### config.mk
export PLATFORM = sky130hd
export DESIGN_NAME = neuron_mac
export DESIGN_NICKNAME = d
export VERILOG_FILES = /design/src/rtl/neuron_mac.sv
export SDC_FILE = /design/constraint.sdc
export NUM_CORES = 1
export LEC_CHECK = 0
export CELL_PAD_IN_SITES_DETAIL_PLACEMENT = 0
export CELL_PAD_IN_SITES_GLOBAL_PLACEMENT = 2
export CORE_AREA = 2 2 253 193
export DETAILED_ROUTE_END_ITERATION = 7
export DIE_AREA = 0 0 255 195
export HOLD_SLACK_MARGIN = 0.05
export PLACE_DENSITY_LB_ADDON = 0.05
export SLEW_MARGIN = 25
export SYNTH_ARGS = -nofsm -noshare
export SYNTH_HDL_FRONTEND = slang
export SYNTH_SLANG_ARGS = --single-unit
### constraint.sdc
create_clock -name clk -period 9.3 [get_ports clk]
set_clock_uncertainty 0.15 [all_clocks]
set_input_delay 0.93 -clock clk [delete_from_list [all_inputs] [get_ports clk]]
set_output_delay 0.93 -clock clk [all_outputs]
set_load 0.01 [all_outputs]
### src/rtl/neuron_mac.sv
// neuron_mac
//   Multiply-accumulate front end of a single neuron. Accepts a stream of
//   signed (input, weight) pairs and forms a saturated running sum of their
//   products. After numWeight pairs the stored bias is added and a single
//   2*dataWidth pre-activation value is emitted with a one-cycle valid pulse.
//
// Ports
//   clk        rising-edge clock
//   rst        synchronous, active-high reset
//   in_x       signed input sample
//   in_w       signed weight paired with in_x
//   in_valid   in_x/in_w are valid this cycle
//   in_ready   block accepts a pair this cycle (registered)
//   bias_in    signed bias, already aligned to product format
//   bias_valid load bias_in into the bias register
//   out        signed saturated pre-activation sum
//   out_valid  one-cycle pulse qualifying out
module neuron_mac #(
  parameter int dataWidth = 16,
  parameter int numWeight = 784
) (
  input  logic                          clk,
  input  logic                          rst,
  input  logic signed [dataWidth-1:0]   in_x,
  input  logic signed [dataWidth-1:0]   in_w,
  input  logic                          in_valid,
  output logic                          in_ready,
  input  logic signed [2*dataWidth-1:0] bias_in,
  input  logic                          bias_valid,
  output logic signed [2*dataWidth-1:0] out,
  output logic                          out_valid
);

  localparam int SW    = 2 * dataWidth;
  localparam int CNT_W = $clog2(numWeight) + 1;

  localparam logic [CNT_W-1:0] CNT_FULL = CNT_W'(numWeight);
  localparam logic [CNT_W-1:0] CNT_LAST = CNT_W'(numWeight - 1);

  localparam logic signed [SW-1:0] SAT_MAX = {1'b0, {(SW-1){1'b1}}};
  localparam logic signed [SW-1:0] SAT_MIN = {1'b1, {(SW-1){1'b0}}};

  typedef enum logic [1:0] {
    ACC  = 2'd0,
    BIAS = 2'd1,
    DONE = 2'd2
  } state_t;

  state_t state, state_nxt;

  logic [CNT_W-1:0]       cnt;
  logic                   accept;
  logic signed [SW-1:0]   mul_p1;
  logic                   vld_p1;
  logic signed [SW-1:0]   sum_p2;
  logic signed [SW-1:0]   bias_reg;

  // Two's-complement add that clamps instead of wrapping. Overflow is only
  // possible when both operands share a sign and the result's sign differs.
  function automatic logic signed [SW-1:0] sat_add(
    input logic signed [SW-1:0] a,
    input logic signed [SW-1:0] b
  );
    logic signed [SW-1:0] s;
    s = a + b;
    if (!a[SW-1] && !b[SW-1] && s[SW-1])
      return SAT_MAX;
    else if (a[SW-1] && b[SW-1] && !s[SW-1])
      return SAT_MIN;
    else
      return s;
  endfunction

  assign accept = in_valid && in_ready;

  // Handshake: count accepted pairs; the last pair of an evaluation drops
  // in_ready on its own accept edge so no extra pair can slip in.
  always_ff @(posedge clk) begin
    if (rst) begin
      cnt      <= '0;
      in_ready <= 1'b1;
    end else if (state == DONE) begin
      cnt      <= '0;
      in_ready <= 1'b1;
    end else if (accept) begin
      cnt <= cnt + CNT_W'(1);
      if (cnt == CNT_LAST)
        in_ready <= 1'b0;
    end
  end

  // Stage 1: full-width signed product of the accepted pair.
  always_ff @(posedge clk) begin
    if (rst) begin
      mul_p1 <= '0;
      vld_p1 <= 1'b0;
    end else begin
      vld_p1 <= accept;
      if (accept)
        mul_p1 <= SW'(in_x) * SW'(in_w);
    end
  end

  // Stage 2: saturated running sum, cleared during the turnaround cycle.
  always_ff @(posedge clk) begin
    if (rst) begin
      sum_p2 <= '0;
    end else if (state == DONE) begin
      sum_p2 <= '0;
    end else if (vld_p1) begin
      sum_p2 <= sat_add(sum_p2, mul_p1);
    end
  end

  // Bias register loads in any state; at the BIAS edge the output stage reads
  // the pre-edge value, so a coincident load only affects the next evaluation.
  always_ff @(posedge clk) begin
    if (rst)
      bias_reg <= '0;
    else if (bias_valid)
      bias_reg <= bias_in;
  end

  // Stage 3: bias add and output register; out holds between evaluations.
  always_ff @(posedge clk) begin
    if (rst) begin
      out       <= '0;
      out_valid <= 1'b0;
    end else if (state == BIAS) begin
      out       <= sat_add(sum_p2, bias_reg);
      out_valid <= 1'b1;
    end else begin
      out_valid <= 1'b0;
    end
  end

  always_ff @(posedge clk) begin
    if (rst)
      state <= ACC;
    else
      state <= state_nxt;
  end

  // Leave ACC once the final product (cnt already at numWeight) has been
  // folded into the sum, i.e. on the edge after the last accept.
  always_comb begin
    state_nxt = state;
    case (state)
      ACC:     if (vld_p1 && (cnt == CNT_FULL)) state_nxt = BIAS;
      BIAS:    state_nxt = DONE;
      DONE:    state_nxt = ACC;
      default: state_nxt = ACC;
    endcase
  end

endmodule

==> flow_summary.ini, run 1 <==
[run_status]
status = finished, final reports clean

[synth]
synthSimpleGateAreaFrac_pct = 16.8
ys_seq_area_share_pct = 15.8
synth_fa_ha_area_share_pct = 39.5
ys_types = 67
synth_edf_count = 0
syn_area_um2 = 18200
synth.top_cell.area_share_pct = 29.2
syn_nets = 2620
synthTopCellsByArea = fa_1, dfxtp_1, ha_1, inv_1, nand2_1
synth_ff_type = dfxtp_1
syn_inst = 2136
syn_avg_cell_area_um2 = 8.54
synth_top_family_by_area = adder cells
muxShareOfSynthArea_pct = 1.86
synthArstFlopShare_pct = 0
yosysTopAreaCell = fa_1
synth_warnings = 0
ys_ff_latch = 144
synth_compound_area_share_pct = 13.3
synth_xor_area_share_pct = 4.27

[worst_setup_path]
cp-start-kind = input port
cp.arrival_ns = 7.95
cp-end-kind = flip-flop
rr_worst_depth = 15
startpoint = in_x[7]
endpoint = mul_p1[30]
rr_endpoint = out[2]
cp_max_fo = 16
rr_startpoint = sum_p2[6]
cp.required_ns = 9.50
rrSetupSlack_ns = 4.41
critPathKind = input port to flip-flop

[sta]
rsz0062_at_grt = no
slew_violations = 0
min_period_over_period_pct = 83.3
tightest_slew_ns = 1.07
fmax_mhz = 129
min_period_ns = 7.75
hold_violations = 0
setup_viol = 0
final.setup.tns_ns = 0
slew_headroom_pct = 28.4

[drt]
finalWirelength_um = 46900
drc = 0
firstDrtPassIters = 5
via_per_inst = 5.02
antenna_left = 0
drt_iter0_drc = 652
vias = 14200
wl_per_cell_um = 16.5

[global_route]
grt_pass1_wl_um = 79500
grt_max_degree = 61
global_route.usage.met2_pct = 32.1
grt_pass1_vias = 15100
busiest_layer = met2
met3_usage_pct = 2.21
grt_antenna_before_repair = 0
grt_overflow = 0
grt_usage_pct = 20.1
grt_use_met1_pct = 29.8

[final_layout]
drive_gt1_share_pct = 2.73
finalNetCount = 2668
synthToLayoutAreaGrowth_pct = 12.3
antenna_cells = 0

[pwr]
p_total_mw = 8.30
p_leak_nw = 9.55
ir_worst_vdd_uv = 572
power_density_nw_per_um2 = 405

[die]
initial_core_util_pct = 38.8
core_area_um2 = 47100
die_w_um = 255
rows = 69
die-area_um2 = 49700
dieHeight_um = 195
io-pin-count = 102

[placed_design]
io_buffers = 101
gp_congestion = 0.816
dp_hpwl_um = 38000

[job]
drv_cap = 0

[clock_tree]
tritoncts = built
cts_buffers = 17
path_clk_slew_ns = 0.07
clock_sinks = 144
ctsResizeCount = 0
cts_max_path_buffers = 2
cts_setup_buffers = 0
htree_levels = 4
insertion_delay_ns = 0.43
hold_buffers = 0
cts_root_buffer = clkbuf_16

[hold_path]
hold_start = mul_p1[26]
hold_class = flip-flop to flip-flop
cell type report:
class | instances | area [um^2]
Clock buffer | 18 | 429
Clock inverter | 13 | 211
Fill cell | 4785 | 26600
Inverter | 331 | 1240
Multi-Input combinational cell | 1577 | 13800
Sequential cell | 144 | 2880
Tap cell | 639 | 800
Timing Repair Buffer | 113 | 1110
metrics by stage:
| stage | std cells | hold WS, ns | cell area (um^2) | worst slack [ns] | util (%) |
|---|---|---|---|---|---|
| floorplan | 2136 | 0.286 | 18200 | 2.38 | - |
| global placement | 2803 | 0.303 | 19800 | 1.21 | 42.1 |
| detailed placement | 2803 | 0.303 | 19800 | 1.12 | 42.1 |
| CTS | 2834 | 0.313 | 20500 | 1.57 | 43.5 |
| global route | 2835 | 0.331 | 20500 | 1.12 | 43.5 |
| finish | 2835 | 0.309 | 20500 | 1.55 | 43.5 |
critical path: stages:
cell and delay (ns):
clkdlybuf4s50_1 0.82, and2_1 0.36, fa_1 0.53, inv_1 0.05, fa_1 0.47, fa_1 0.51
fa_1 0.54, inv_1 0.05, fa_1 0.47, inv_1 0.05, fa_1 0.47, inv_1 0.04
ha_1 0.32, a21oi_1 0.21, o21ai_0 0.17, a31oi_1 0.26, a21oi_1 0.18, nor3_1 0.39
o21ai_1 0.15, and2_1 0.23, or4b_1 0.47, a311oi_1 0.25
cell usage after synthesis (2+ instances only):
master / instances
inv_1: 330
fa_1: 266
nand2_1: 227
nor2_1: 175
ha_1: 150
dfxtp_1: 144
a21oi_1: 143
and2_1: 126
clkbuf_1: 72
o21ai_0: 57
xnor2_1: 53
nor3_1: 45
xor2_1: 36
a21o_1: 35
mux2i_1: 34
a211oi_1: 28
nand2b_1: 21
nand3_1: 16
o21bai_1: 14
a31oi_1: 13
buf_1: 12
o211ai_1: 12
o21a_1: 12
o21ai_1: 12
nand4_1: 11
and3_1: 10
or3_1: 7
a211o_1: 6
o22ai_1: 6
a2111oi_0: 5
nor4_1: 5
nor2b_1: 4
o31ai_1: 4
a211oi_2: 3
a311oi_1: 3
o2111ai_1: 3
a22o_1: 2
and4_1: 2
o221ai_1: 2
o41ai_1: 2
or4_1: 2
power breakdown:
part | switching [mW] | total, mW | internal, mW
registers | 0.0508 | 0.755 | 0.704
clock network | 0.283 | 0.760 | 0.476
logic | 3.79 | 6.79 | 3.00
total | 4.12 | 8.30 | 4.18
cells in the final DEF, fill, tap and decap left out, drive strengths merged, types with 36 or more instances in the layout:
cell           Yosys  routed
dfxtp            144     144
nor2             175     175
nand2            227     227
ha               150     150
fa               266     266
and2             126     126
a21oi            143     143
nor3              45      45
inv              330     332
xor2              36      36
xnor2             53      53
o21ai             69      69
clkdlybuf4s50      0      99
how the worst min path moves through the flow:
| stage | to | slack (ns) | cells past startpoint |
|---|---|---|---|
| finish | mul_p1[26] | 0.31 | 2 |
| global route | mul_p1[17] | 0.33 | 2 |
| CTS | mul_p1[26] | 0.31 | 2 |
| detailed placement | out[24] | 0.30 | 2 |
| global placement | mul_p1[23] | 0.30 | 2 |
| floorplan | mul_p1[26] | 0.29 | 2 |
cell families (layout without fill, tap and decap cells):
| kind of cell | after synthesis | in the layout |
|---|---|---|
| compound gates | 379 | 379 |
| xor+xnor | 89 | 89 |
| fa+ha+maj | 416 | 416 |
| buf+inv | 415 | 475 |
| flops | 144 | 144 |
| mux | 34 | 34 |
| simple gates | 659 | 659 |
routing by layer:
metal,share of wire [%],vias to the layer above
met5,0,-
met4,0.85,0
met3,2.9,29
met2,46,161
met1,50,7066
li1,-,6988
(Power assumes the default switching activity.)
==> run 2, diff against run 1 <==
CORE_AREA = 2 2 267 203   (was 2 2 253 193)
DIE_AREA = 0 0 269 205   (was 0 0 255 195)
clock period = 7 ns   (was 9.3 ns; I/O delays follow)
==> run 2 against run 1 <==
Net effect: global-route usage fell by 1.2 points; routed wire length up 3.7%; die area rose by 11%; sequential share of layout area decreased by 0.82 points; worst setup slack lost 1.3 ns; count of clock-buffer cells in the layout fell by 1; critical path depth rose by 1; total power is 52% higher; via count is 3.1% higher; cell count is 7.6% higher; non-clock buffer count is 141 higher.
==> flow_summary.ini, run 2 (synthesis results as in run 1) <==
[die]
die_w_um = 269
die-area_um2 = 55100
dieHeight_um = 205
io-pin-count = 102
rows = 73
core_area_um2 = 52500
initial_core_util_pct = 34.7

[placed_design]
gp_congestion = 0.857
post-place-ws_ns = -0.467
dpl_cell_area_um2 = 21100
dp_cells = 3017
io_buffers = 101
dp_hpwl_um = 41200

[hold_path]
hold_class = flip-flop to flip-flop
hold_start = mul_p1[23]
holdPathStages = 2
hold_end = mul_p1[23]

[worst_setup_path]
cp-start-kind = input port
rrSetupSlack_ns = 2.15
cp-end-kind = flip-flop
rr_worst_depth = 14
rr_endpoint = out[27]
cp.required_ns = 7.21
critPathKind = input port to flip-flop
rr_startpoint = sum_p2[6]
cp_max_fo = 9
cp.arrival_ns = 6.99

[global_route]
grt_antenna_before_repair = 0
grt_max_degree = 62
grt_usage_pct = 18.9
grt_pass1_wl_um = 82600
grt_pass1_vias = 15800
grt_overflow = 0

[final_layout]
finalNetCount = 2809
nFillCells = 5349
drive_gt1_share_pct = 9.20
synthToLayoutAreaGrowth_pct = 19.2
final_area_um2 = 21800
final_cell_mix = inv_1, fa_1, nand2_1
antenna_cells = 0
layout_commonest_cell = inv_1
finalNonFillerCells = 3050

[sta]
final.setup.tns_ns = 0
hold_violations = 0
setup_viol = 0
slew_headroom_pct = 28.9
min_period_ns = 6.78
fmax_mhz = 147
tightest_slew_ns = 1.06
slew_violations = 0
min_period_over_period_pct = 96.9
layout_setup_ws_ns = 0.217

[clock_tree]
cts_buffers = 17
path_clk_slew_ns = 0.07
clock_sinks = 144
cts_root_buffer = clkbuf_16
htree_levels = 4
insertion_delay_ns = 0.43
tritoncts = built
cts_max_path_buffers = 2
hold_buffers = 0

[drt]
drt_iter0_drc = 752
firstDrtPassIters = 6
via_per_inst = 4.81
finalWirelength_um = 48600
antenna_left = 0
wl_per_cell_um = 15.9
drc = 0
vias = 14700

[run_status]
status = finished, final reports clean

[pwr]
power_density_nw_per_um2 = 579
p_leak_nw = 10.3
ir_worst_vdd_uv = 764

[job]
drv_cap = 0
run 2: changes by cell type in the layout (fill, tap and decap cells not counted), sizes merged:
cell / before / now
inv: 332 / 337
clkinv: 6 / 5
clkinvlp: 1 / 3
clkbuf: 18 / 17
buf: 14 / 155
dlymetal6s2s: 0 / 4
bufinv: 5 / 1
clkdlybuf4s50: 99 / 95
run 2: where the power goes:
part           internal, mW  total [mW]  switching (mW)
Clock                 0.500       0.914           0.414
Combinational          5.23        10.7            5.45
Sequential            0.935        1.00          0.0684
Total                  6.67        12.6            5.93
run 2: layout make-up:
type / instances / area [um^2] / area share (%)
clock buffers: 17 / 425 / 1.96
clock inverters: 15 / 150 / 0.690
inverters: 331 / 1240 / 5.71
multi-input cells: 1577 / 13900 / 63.8
flip-flops and latches: 144 / 2880 / 13.2
well taps: 712 / 891 / 4.09
repair buffers: 254 / 2290 / 10.5
run 2: worst max-delay path, cell delays in order:
cell,delay [ns]
clkdlybuf4s50_1,0.51
buf_12,0.14
nand2_1,0.08
buf_4,0.17
fa_2,0.56
inv_2,0.08
fa_1,0.46
fa_1,0.51
fa_1,0.51
fa_1,0.49
inv_1,0.05
fa_1,0.47
inv_1,0.04
ha_1,0.32
a21oi_1,0.16
o21ai_1,0.13
a211o_1,0.28
o22a_1,0.27
a31o_1,0.24
o31a_4,0.32
a31oi_4,0.19
xnor2_1,0.10
a211oi_2,0.20
run 2: what timing repair did:
action,4_1_cts,5_1_grt
buffers inserted,0,1
resized for setup,0,20
setup endpoints to repair,0,8
hold endpoints to repair,0,0
run 2: worst max path at each step:
stage             start          to  slack (ns)  depth (start not counted)
3_5_place_dp    in_w[4]  mul_p1[30]       -0.47                         23
3_3_place_gp    in_w[4]  mul_p1[30]       -0.41                         23
6_report        in_w[1]  mul_p1[31]        0.22                         23
5_1_grt         in_x[9]  mul_p1[29]      -0.002                         24
4_1_cts         in_w[4]  mul_p1[30]        0.01                         23
2_1_floorplan  in_x[15]  mul_p1[30]        0.31                         21
run 2: metal layers:
metal	track usage [%]	part of all wire, %
met1	28.4	53
met3	1.76	2.0
met4	2.74	0.82
met2	30.0	45
met5	0	0
run 2: metrics by stage:
step           utilization (%)  hold WS [ns]  power (mW)
2_1_floorplan                -         0.286        8.28
3_3_place_gp              40.2         0.304        11.5
3_5_place_dp              40.2         0.307        11.5
4_1_cts                   41.3         0.316        12.5
5_1_grt                   41.4         0.334        14.3
6_report                  41.4         0.312        12.6
==> run 3, diff against run 2 <==
CORE_AREA = 3 3 268 204   (was 2 2 267 203)
DIE_AREA = 0 0 271 207   (was 0 0 269 205)
==> run 3 against run 2 <==
Net effect: sequential power about the same; critical endpoint is now mul_p1[30]; cell count is essentially flat; sequential share of layout area shrank 0.060 points; critical path depth increased by 1; global-route usage down 0.65 points; register-to-register slack got worse by 0.15 ns; worst setup slack improved by 0.043 ns; highest routed layer unchanged; worst hold slack worse by 0.00065 ns; critical path type unchanged.
==> flow_summary.ini, run 3 (synthesis results as in run 1) <==
[drt]
vias = 14700
drc = 0
firstDrtPassIters = 5
via_per_inst = 4.83
finalWirelength_um = 48400
met3WireLength_um = 920
drt-met1-wl_um = 25600
drt_iter0_drc = 635
top_layer = met4
antenna_left = 0
wl_per_cell_um = 15.9
met2WireLength_um = 21500

[final_layout]
final_cell_mix = inv_1, fa_1, nand2_1
synthToLayoutAreaGrowth_pct = 19.8
drive_gt1_share_pct = 9.03
antenna_cells = 0
layout_commonest_cell = inv_1
final_area_um2 = 21900
finalNetCount = 2807

[worst_setup_path]
cp_max_fo = 13
cp.arrival_ns = 6.94
cp-start-kind = input port
endpoint = mul_p1[30]
startpoint = in_w[5]
rr_endpoint = out[27]
cp.required_ns = 7.20
rr_worst_depth = 14
rr_startpoint = sum_p2[6]
cp-end-kind = flip-flop
rrSetupSlack_ns = 2.00
critPathKind = input port to flip-flop

[sta]
fmax_mhz = 148
setup_viol = 0
tightest_slew_ns = 1.14
min_period_ns = 6.74
hold_violations = 0
final.setup.tns_ns = 0
min_period_over_period_pct = 96.3
slew_headroom_pct = 24.0
rsz0062_at_grt = yes
whs_ns = 0.311
slew_violations = 0

[die]
dieHeight_um = 207
die-area_um2 = 56100
rows = 73
io-pin-count = 102
initial_core_util_pct = 34.7
core_area_um2 = 52500
die_w_um = 271

[clock_tree]
hold_buffers = 0
insertion_delay_ns = 0.44
cts_buffers = 17
tritoncts = built
clock_sinks = 144
cts_max_path_buffers = 2
htree_levels = 4
cts_root_buffer = clkbuf_16
path_clk_slew_ns = 0.07

[job]
drv_cap = 0

[pwr]
ir_worst_vdd_uv = 727
p_leak_nw = 10.3
power_density_nw_per_um2 = 584

[hold_path]
hold_class = flip-flop to flip-flop

[run_status]
status = finished, final reports clean

[global_route]
grt_pass1_vias = 16000
grt_overflow = 0
grt_pass1_wl_um = 83500
grt_antenna_before_repair = 0
grt_usage_pct = 18.3
grt_max_degree = 61

[placed_design]
dp_hpwl_um = 40700
gp_congestion = 0.839
dpl_cell_area_um2 = 21100
io_buffers = 101
run 3: report_power, final:
part           switching [mW]  total (mW)  internal [mW]
combinational            5.46        10.8           5.34
clock                   0.387       0.960          0.573
sequential             0.0693        1.00          0.936
run 3: worst min-delay path by stage:
stage | startpoint | end | slack, ns | cells past startpoint
2_1_floorplan | mul_p1[26] | mul_p1[26] | 0.29 | 2
3_3_place_gp | mul_p1[26] | mul_p1[26] | 0.30 | 2
3_5_place_dp | mul_p1[26] | mul_p1[26] | 0.31 | 2
4_1_cts | mul_p1[26] | mul_p1[26] | 0.32 | 2
5_1_grt | mul_p1[13] | mul_p1[13] | 0.33 | 2
6_report | mul_p1[26] | mul_p1[26] | 0.31 | 2
run 3: repair_timing:
action | CTS | global route
pin swaps | 0 | 7
setup endpoints to repair | 1 | 8
endpoints found under the hold margin | 0 | 0
setup buffers | 0 | 1
resized for setup | 1 | 20
run 3: metrics by stage:
step,utilization [%],total power [mW],setup WS (ns),instances
finish,41.6,12.8,0.260,3048
global route,41.6,14.5,-0.0601,3048
CTS,41.4,12.6,0.0556,3047
detailed placement,40.3,11.6,-0.460,3015
global placement,40.3,11.6,-0.345,3015
floorplan,-,8.28,0.312,2136
run 3: per-layer routing:
layer / GRT usage, % / vias to the layer above
met5: 0 / -
met4: 2.58 / 0
met3: 1.70 / 25
met2: 29.0 / 129
met1: 27.5 / 7309
li1: - / 7271
run 3: layout make-up:
type                    count  area, um^2
well taps                 712         891
clock buffers              20         447
inverters                 331        1240
multi-input cells        1577       13900
flip-flops and latches    144        2880
repair buffers            252        2330
fillers                  5384       30700
clock inverters            12         159
run 3: worst max-delay path, cell delays in order:
cell             delay (ns)
clkdlybuf4s50_1        0.45
buf_12                 0.17
and2_1                 0.17
fa_1                   0.51
inv_1                  0.05
fa_1                   0.46
fa_1                   0.50
fa_1                   0.54
inv_1                  0.05
fa_1                   0.48
inv_1                  0.05
fa_1                   0.49
inv_1                  0.04
ha_1                   0.30
a21oi_2                0.17
o21ai_1                0.13
a31oi_2                0.25
a21oi_2                0.12
nor3_2                 0.18
buf_4                  0.14
o21ai_1                0.08
and2_1                 0.18
or4b_1                 0.50
a311oi_2               0.24
